**config.mk**
```make
export PLATFORM = sky130hd
export DESIGN_NAME = stream_burst_reader
export DESIGN_NICKNAME = d
export VERILOG_FILES = /design/src/rtl/stream_burst_pkg.sv /design/src/rtl/stream_out_reg.sv /design/src/rtl/stream_burst_reader.sv
export SDC_FILE = /design/constraint.sdc
export NUM_CORES = 1
export LEC_CHECK = 0
export ABC_AREA = 1
export CORE_UTILIZATION = 25
export CTS_CLUSTER_SIZE = 10
export DETAILED_ROUTE_END_ITERATION = 7
export GPL_TIMING_DRIVEN = 0
export HOLD_SLACK_MARGIN = 0.15
export PLACE_DENSITY_LB_ADDON = 0.3
export RECOVER_POWER = 25
export SETUP_SLACK_MARGIN = 0.3
export SLEW_MARGIN = 10
export SYNTH_ARGS = -nofsm -noshare
export SYNTH_HDL_FRONTEND = slang
export SYNTH_SLANG_ARGS = --single-unit
```
**constraint.sdc**
```tcl
create_clock -name ap_clk -period 1.8 [get_ports ap_clk]
set_input_delay 0.27 -clock ap_clk [delete_from_list [all_inputs] [get_ports ap_clk]]
set_output_delay 0.27 -clock ap_clk [all_outputs]
set_load 0.1 [all_outputs]
```
**src/rtl/stream_burst_pkg.sv**
```systemverilog
`default_nettype none
// ============================================================================
// Module  : stream_burst_pkg
// Brief   : Shared types and elaboration helpers for the stream burst reader.
// Revision: 1.0 - initial release
// ============================================================================
package stream_burst_pkg;

  typedef enum logic [0:0] {
    IDLE  = 1'b0,
    BURST = 1'b1
  } state_t;

  // Bits needed to hold TIMEOUT-1, the terminal timer value.
  function automatic int timer_width(input int timeout);
    return (timeout <= 2) ? 1 : $clog2(timeout);
  endfunction

  function automatic bit burst_len_legal(input int burst_len, input int count_w);
    return (burst_len >= 1) && (burst_len <= (2 ** count_w) - 1);
  endfunction

endpackage
`default_nettype wire

```
**src/rtl/stream_out_reg.sv**
```systemverilog
`default_nettype none
// ============================================================================
// Module  : stream_out_reg
// Brief   : One-stage valid/ready output register carrying data plus last.
// Revision: 1.0 - initial release
// ============================================================================
module stream_out_reg #(
  parameter int WIDTH = 8
) (
  input  logic             clk,
  input  logic             rst_n,
  input  logic             load,
  input  logic [WIDTH-1:0] load_data,
  input  logic             load_last,
  output logic             stage_free,
  output logic [WIDTH-1:0] data,
  output logic             valid,
  output logic             last,
  input  logic             ready
);

  assign stage_free = !valid || ready;

  // Data and last only change on a load, so they hold while stalled.
  always_ff @(posedge clk or negedge rst_n) begin
    if (!rst_n) begin
      valid <= 1'b0;
      last  <= 1'b0;
      data  <= '0;
    end else if (load) begin
      valid <= 1'b1;
      last  <= load_last;
      data  <= load_data;
    end else if (ready) begin
      valid <= 1'b0;
    end
  end

endmodule
`default_nettype wire

```
**src/rtl/stream_burst_reader.sv**
```systemverilog
`default_nettype none
// ============================================================================
// Module  : stream_burst_reader
// Brief   : Drains a FIFO stream into TLAST-framed bursts, gated on occupancy,
//           with a timeout flush. STREAM_BURST_STATS_EN adds burst counters.
// Revision: 1.0 - initial release
// ============================================================================
module stream_burst_reader
  import stream_burst_pkg::*;
#(
  parameter int WIDTH     = 8,
  parameter int COUNT_W   = 10,
  parameter int BURST_LEN = 16,
  parameter int TIMEOUT   = 256
) (
  input  logic               ap_clk,
  input  logic               ap_rst_n,
  input  logic [COUNT_W-1:0] count,
  input  logic [WIDTH-1:0]   in0_V_V_TDATA,
  input  logic               in0_V_V_TVALID,
  output logic               in0_V_V_TREADY,
  output logic [WIDTH-1:0]   out_V_V_TDATA,
  output logic               out_V_V_TVALID,
  input  logic               out_V_V_TREADY,
  output logic               out_V_V_TLAST,
  output logic               busy
`ifdef STREAM_BURST_STATS_EN
  ,
  output logic [31:0]        burst_cnt,
  output logic [15:0]        short_cnt
`endif
);

  localparam int TW = (timer_width(TIMEOUT) > COUNT_W) ? timer_width(TIMEOUT) : COUNT_W;
  localparam logic [COUNT_W-1:0] BURST_LEN_C = COUNT_W'(BURST_LEN);
  localparam logic [TW-1:0]      TIMER_LAST  = TW'((TIMEOUT == 0) ? 0 : TIMEOUT - 1);
  localparam bit                 TIMEOUT_EN  = (TIMEOUT != 0);

  if (!burst_len_legal(BURST_LEN, COUNT_W)) begin : g_bad_burst_len
    $error("stream_burst_reader: BURST_LEN out of range 1..2^COUNT_W-1");
  end

  state_t             state;
  logic [COUNT_W-1:0] rem;
  logic [TW-1:0]      timer;
  logic               stage_free;
  logic               accept;
  logic               last_beat;
  logic               full_start;
  logic               short_start;
  logic               chain;

  assign in0_V_V_TREADY = (state == BURST) && stage_free;
  assign accept         = in0_V_V_TVALID && in0_V_V_TREADY;
  assign last_beat      = (rem == COUNT_W'(1));
  assign full_start     = (state == IDLE) && (count >= BURST_LEN_C);
  assign short_start    = (state == IDLE) && !full_start && TIMEOUT_EN &&
                          (count != '0) && (timer == TIMER_LAST);
  // count still includes the beat being popped, so more than a full burst
  // must remain for the next one to follow without an input bubble.
  assign chain          = (count > BURST_LEN_C);
  assign busy           = (state == BURST) || out_V_V_TVALID;

  always_ff @(posedge ap_clk or negedge ap_rst_n) begin
    if (!ap_rst_n) begin
      state <= IDLE;
      rem   <= '0;
      timer <= '0;
    end else begin
      case (state)
        IDLE: begin
          if (full_start) begin
            rem   <= BURST_LEN_C;
            timer <= '0;
            state <= BURST;
          end else if (short_start) begin
            rem   <= count;
            timer <= '0;
            state <= BURST;
          end else if (count != '0) begin
            if (timer != '1) timer <= timer + TW'(1);
          end else begin
            timer <= '0;
          end
        end
        BURST: begin
          if (accept) begin
            if (last_beat && chain) begin
              rem <= BURST_LEN_C;
            end else begin
              rem <= rem - COUNT_W'(1);
              if (last_beat) state <= IDLE;
            end
          end
        end
        default: state <= IDLE;
      endcase
    end
  end

  stream_out_reg #(
    .WIDTH (WIDTH)
  ) u_out_reg (
    .clk        (ap_clk),
    .rst_n      (ap_rst_n),
    .load       (accept),
    .load_data  (in0_V_V_TDATA),
    .load_last  (last_beat),
    .stage_free (stage_free),
    .data       (out_V_V_TDATA),
    .valid      (out_V_V_TVALID),
    .last       (out_V_V_TLAST),
    .ready      (out_V_V_TREADY)
  );

`ifdef STREAM_BURST_STATS_EN
  always_ff @(posedge ap_clk or negedge ap_rst_n) begin
    if (!ap_rst_n) begin
      burst_cnt <= '0;
      short_cnt <= '0;
    end else begin
      if (out_V_V_TVALID && out_V_V_TREADY && out_V_V_TLAST && (burst_cnt != '1))
        burst_cnt <= burst_cnt + 32'd1;
      if (short_start && (short_cnt != '1))
        short_cnt <= short_cnt + 16'd1;
    end
  end
`endif

endmodule
`default_nettype wire

```
==> flow_summary.json, run 1 <==
{
  "status": "complete, no violations",
  "power_density_nw_per_um2": 1270,
  "cts_tree": "built",
  "synth_compound_area_share_pct": 4.87,
  "vias": 1994,
  "end_kind": "primary output",
  "layout-drive-gt1-share_pct": 22.9,
  "core_area_um2": 7730,
  "grt_overflow": 0,
  "nFillCells": 797,
  "fmax_ghz": 0.612,
  "nets": 382,
  "viasPerCell": 4.33,
  "syn2layout_area_growth_pct": 42.9,
  "ir_drop_uv": 396,
  "clk_pin_slew_ns": 0.07,
  "syn_area_per_cell_um2": 6.82,
  "initialDrtViolationCount": 97,
  "synthSimpleGateAreaFrac_pct": 45.9,
  "worstHoldPathType": "flip-flop to flip-flop",
  "yosysSeqAreaShare_pct": 38.7,
  "startpoint_type": "flip-flop",
  "die_y_um": 91.5,
  "numCtsBuffers": 5,
  "antenna_found_initial": 0,
  "dp_slack_ns": -0.595,
  "hold_viol_final": 0,
  "io_buffers": 33,
  "finalPower_mw": 3.65,
  "wire_per_inst_um": 11.6,
  "synthMuxAreaShare_pct": 0.499,
  "grt_pass1_wl_um": 9020,
  "synth_xor_area_share_pct": 3.06,
  "worst-endpoint-arrival_ns": 1.36,
  "worstSetupPathType": "flip-flop to primary output",
  "finalMaxSlewViolations": 0,
  "fin_ws_ns": 0.167,
  "dieArea_um2": 8380,
  "drt-pass1-iter-count": 4,
  "cts_root_buf": "clkbuf_8",
  "rsz0062_at_grt": "true",
  "synth_top_family_by_area": "simple AND/OR/NAND/NOR gates",
  "slew_headroom_pct": 44.3,
  "cts_buffer_depth": 2,
  "critPathMaxFanout": 5,
  "setup_viol": 0,
  "drc": 0,
  "worst_clock_skew_ns": 0.00960,
  "track_usage_pct": 13.5,
  "grt_max_degree": 32,
  "ys_warn_count": 0,
  "gp_congestion": 0.798,
  "maxCapViolCount": 0,
  "fp.dieW_um": 91.5,
  "hpwl_um": 3420,
  "cts_htree_levels": 2,
  "p_leak_nw": 1.43,
  "drtAntennaViolNets": 0,
  "netlist-cell-type-count": 31,
  "syn_inst": 294,
  "row_count": 32,
  "required_ns": 1.53,
  "boundaryPins": 34,
  "fin_crit_sh_pct": 90.7,
  "totalWireLength_um": 5320,
  "min_path_cells": 2,
  "grt_pass1_vias": 1935,
  "diodes": 0,
  "synth-seq-cells": 31,
  "synth_area_um2": 2000,
  "tightest_slew_ns": 0.835,
  "syn-num-nets": 319,
  "synthAdderAreaFrac_pct": 1.87,
  "cts_sinks": 31,
  "finalCriticalPeriod_ns": 1.63,
  "worstRegToRegCells": 10,
  "worstSkewPairLatency_ns": 0.29,
  "initial_core_util_pct": 25.9
}
## power breakdown
| group | switching, mW | internal, mW | leakage [nW] |
|---|---|---|---|
| combinational | 1.13 | 0.769 | 1.02 |
| sequential | 0.268 | 0.929 | 0.374 |
| clock | 0.273 | 0.271 | 0.0422 |
| total | 1.68 | 1.97 | 1.43 |
## logic make-up after synthesis
family          Yosys count
mux                       1
compound gates           14
buf+inv                  25
fa+ha+maj                 3
flops                    31
simple gates            213
xor+xnor                  7
## area by class of cell
class	instances	area [um^2]	area share (%)
repair buffers	55	542	18.9
inverters	22	92.6	3.23
clock inverters	1	5.00	0.175
well taps	102	128	4.46
flip-flops and latches	31	781	27.3
plain buffers	3	37.5	1.31
multi-input cells	239	1200	42.0
clock buffers	7	76.3	2.66
## worst max-delay path, stage by stage (launching register included)
cell        delay, ns
dfrtp_2          0.45
clkinvlp_4       0.20
a21oi_4          0.22
buf_12           0.20
## routing by layer
layer  global-route usage, %  vias up  share of wire (%)
met2                    22.5       32                 48
li1                        -     1033                  -
met5                       0        -                  0
met4                    4.76        0                1.4
met1                    17.5      924                 47
met3                    2.35        5                3.3
## through the flow
step,std cells,instance area [um^2],setup TNS [ns],util (%),hold slack (ns)
floorplan,294,2030,-0.886,-,-0.0256
global placement,429,2490,-9.47,32.3,0.468
detailed placement,429,2490,-2.62,32.2,0.378
CTS,451,2760,0,35.7,0.491
global route,460,2860,0,37.1,0.516
finish,460,2860,0,37.1,0.481
## cells in the mapped netlist (all sizes together)
cell type  instances  area [um^2]
nand3b             2         15.0
nor2              52          240
nor3               2         10.0
xor2               5         43.8
nand2            137          539
nand3             18          103
o21ai              9         48.8
a21oi              3         30.0
mux2i              1         10.0
buf                2         16.3
clkinv             1         3.75
inv               21         78.8
nand4              1         6.26
o21bai             2         18.8
clkbuf             1         3.75
or2                1         6.26
xnor2              2         17.5
ha                 3         37.5
dfrtp             31          776
## layout by cell type (no fill, tap or decap), types with 6 or more instances in the layout
master           instances
dfrtp_1                 29
inv_1                   17
nand2_1                128
clkdlybuf4s50_1         20
nor2_2                   6
nor2_1                  40
buf_4                   18
nand3_1                 15
nor2_4                   6
## sequential cells by signal (all words and copies together), names as in the netlist
register / cells
state: 1
u_out_reg.data: 8
rem: 10
u_out_reg.valid: 1
timer: 10
u_out_reg.last: 1
## path summary, 6_finish.rpt
| kind | from | end | slack (ns) |
|---|---|---|---|
| worst max-delay path | state$_DFF_PN0_ | in0_V_V_TREADY | 0.17 |
| worst min-delay path | u_out_reg.data[5]$_DFFE_PN0P_ | u_out_reg.data[5]$_DFFE_PN0P_ | 0.48 |
| worst max register to register | timer[0]$_DFFE_PN0P_ | rem[3]$_DFFE_PN0P_ | 0.20 |
| worst min register to register | u_out_reg.data[5]$_DFFE_PN0P_ | u_out_reg.data[5]$_DFFE_PN0P_ | 0.48 |
| max in group asynchronous | ap_rst_n | u_out_reg.valid$_DFFE_PN0P_ | 0.57 |
| min in group asynchronous | ap_rst_n | timer[1]$_DFFE_PN0P_ | 0.61 |
## timing repair
item / CTS / global route
hold endpoints to repair: 31 / 0
cloned: 2 / 0
setup endpoints to repair: 32 / 30
pin swaps: 7 / 1
gates resized for setup: 58 / 24
hold buffers: 1 / 0
setup buffers: 11 / 9
No activity file was read; power rests on OpenSTA's default activity.
==> run 2, diff against run 1 <==
Settings changed: ABC_CLOCK_PERIOD_IN_PS from default to 1800, GPL_ROUTABILITY_DRIVEN from default to 0.
==> results of run 2 <==
Same layout as run 1: the final DEF is identical, and so are final timing and power.
==> run 3, diff against run 2 <==
Settings changed: CORE_ASPECT_RATIO from default to 0.5.
==> flow_summary.json, run 3 (same netlist as run 1, synthesis figures left out) <==
{
  "worstSkewPairLatency_ns": 0.27,
  "grt_pass1_wl_um": 9000,
  "worst-endpoint-arrival_ns": 1.39,
  "p_leak_nw": 1.48,
  "ir_drop_uv": 461,
  "nFillCells": 793,
  "drt-pass1-iter-count": 4,
  "fp.dieW_um": 129,
  "status": "complete, no violations",
  "rsz0062_at_grt": "true",
  "critPathMaxFanout": 10,
  "worst_clock_skew_ns": 0.00552,
  "fmax_ghz": 0.603,
  "place_area_um2": 2490,
  "hold_viol_final": 0,
  "cts_htree_levels": 2,
  "row_count": 22,
  "antenna_found_initial": 0,
  "layout.cells.most_common": "nand2_1",
  "slew_headroom_pct": 44.7,
  "finalCriticalPeriod_ns": 1.66,
  "boundaryPins": 34,
  "dieArea_um2": 8400,
  "startpoint_type": "flip-flop",
  "tightest_slew_ns": 0.830,
  "grt_overflow": 0,
  "layoutNonFillerInstCount": 467,
  "totalWireLength_um": 5320,
  "worstSetupPathType": "flip-flop to primary output",
  "seqCellArea_um2": 781,
  "grt_max_degree": 32,
  "power_density_nw_per_um2": 1340,
  "end_kind": "primary output",
  "viasPerCell": 4.25,
  "multi_input_area_um2": 1230,
  "layout-drive-gt1-share_pct": 25.3,
  "io_buffers": 33,
  "drtAntennaViolNets": 0,
  "hpwl_um": 3450,
  "diodes": 0,
  "syn2layout_area_growth_pct": 49.8,
  "grt_pass1_vias": 1899,
  "cts_root_buf": "clkbuf_16",
  "initialDrtViolationCount": 60,
  "setup_viol": 0,
  "place_inst": 435,
  "worstHoldPathType": "flip-flop to flip-flop",
  "core_area_um2": 7540,
  "vias": 1983,
  "numCtsBuffers": 5,
  "die_y_um": 65.3,
  "mostFrequentLayoutCells": "nand2_1 (123), nor2_1 (41), dfrtp_1 (29)",
  "track_usage_pct": 13.6,
  "maxCapViolCount": 0,
  "nets": 383,
  "fin_crit_sh_pct": 92.2,
  "dp_slack_ns": -0.633,
  "cts_buffer_depth": 2,
  "reg_top3": "rem x10, timer x10, u_out_reg.data x8",
  "required_ns": 1.53,
  "cts_tree": "built",
  "finalPower_mw": 4.02,
  "timing.hold.ws_ns": 0.473,
  "cts_sinks": 31,
  "utilization_pct": 39.8,
  "finalMaxSlewViolations": 0,
  "initial_core_util_pct": 26.6,
  "wire_per_inst_um": 11.4,
  "postLayoutCellArea_um2": 3000,
  "fin_ws_ns": 0.141,
  "clk_pin_slew_ns": 0.05,
  "tns_ns": 0,
  "drc": 0
}
[run 3: cell types whose count changed in the layout (fill, tap and decap cells not counted), sizes merged]
cell / change
clkdlybuf4s18: -5
inv: -1
buf: -1
clkinv: +1
clkdlybuf4s15: +7
[run 3: timing repair]
item	4_1_cts	5_1_grt
setup endpoints to repair	32	33
pin swaps	11	6
hold buffers	1	0
cloned	2	0
endpoints found under the hold margin	31	0
gates resized for setup	66	17
setup buffers	12	9
[run 3: per-layer routing]
layer / vias to the layer above / GRT usage, % / routed length [um]
li1: 1036 / - / -
met1: 929 / 17.4 / 2610
met2: 13 / 23.5 / 2580
met3: 5 / 2.93 / 97
met4: 0 / 3.09 / 38
met5: - / 0 / 0
[run 3: worst paths after layout]
check	start	endpoint	slack [ns]	cells after the start
min in group asynchronous	ap_rst_n	timer[1]$_DFFE_PN0P_	0.64	2
worst min-delay path	u_out_reg.data[0]$_DFFE_PN0P_	u_out_reg.data[0]$_DFFE_PN0P_	0.47	2
worst max register to register	timer[1]$_DFFE_PN0P_	rem[2]$_DFFE_PN0P_	0.20	11
worst min register to register	u_out_reg.data[0]$_DFFE_PN0P_	u_out_reg.data[0]$_DFFE_PN0P_	0.47	2
max in group asynchronous	ap_rst_n	u_out_reg.valid$_DFFE_PN0P_	0.55	2
worst max-delay path	state$_DFF_PN0_	busy	0.14	3
[run 3: report_power, final]
group	leakage [nW]	internal, mW	switching, mW
combinational	1.03	0.803	1.16
clock	0.0739	0.548	0.303
sequential	0.374	0.930	0.280
total	1.48	2.28	1.74
[run 3: layout make-up]
type	instances	share of cell area, %
plain buffers	3	1.00
clock buffers	7	4.75
clock inverters	1	0.167
inverters	22	3.17
multi-input cells	239	41.0
flip-flops and latches	31	26.0
well taps	108	4.50
repair buffers	56	19.4
[run 3: worst max-delay path, stage by stage (launching register included)]
cell     delay (ns)
dfrtp_2        0.42
buf_4          0.19
or2_2          0.31
buf_6          0.19
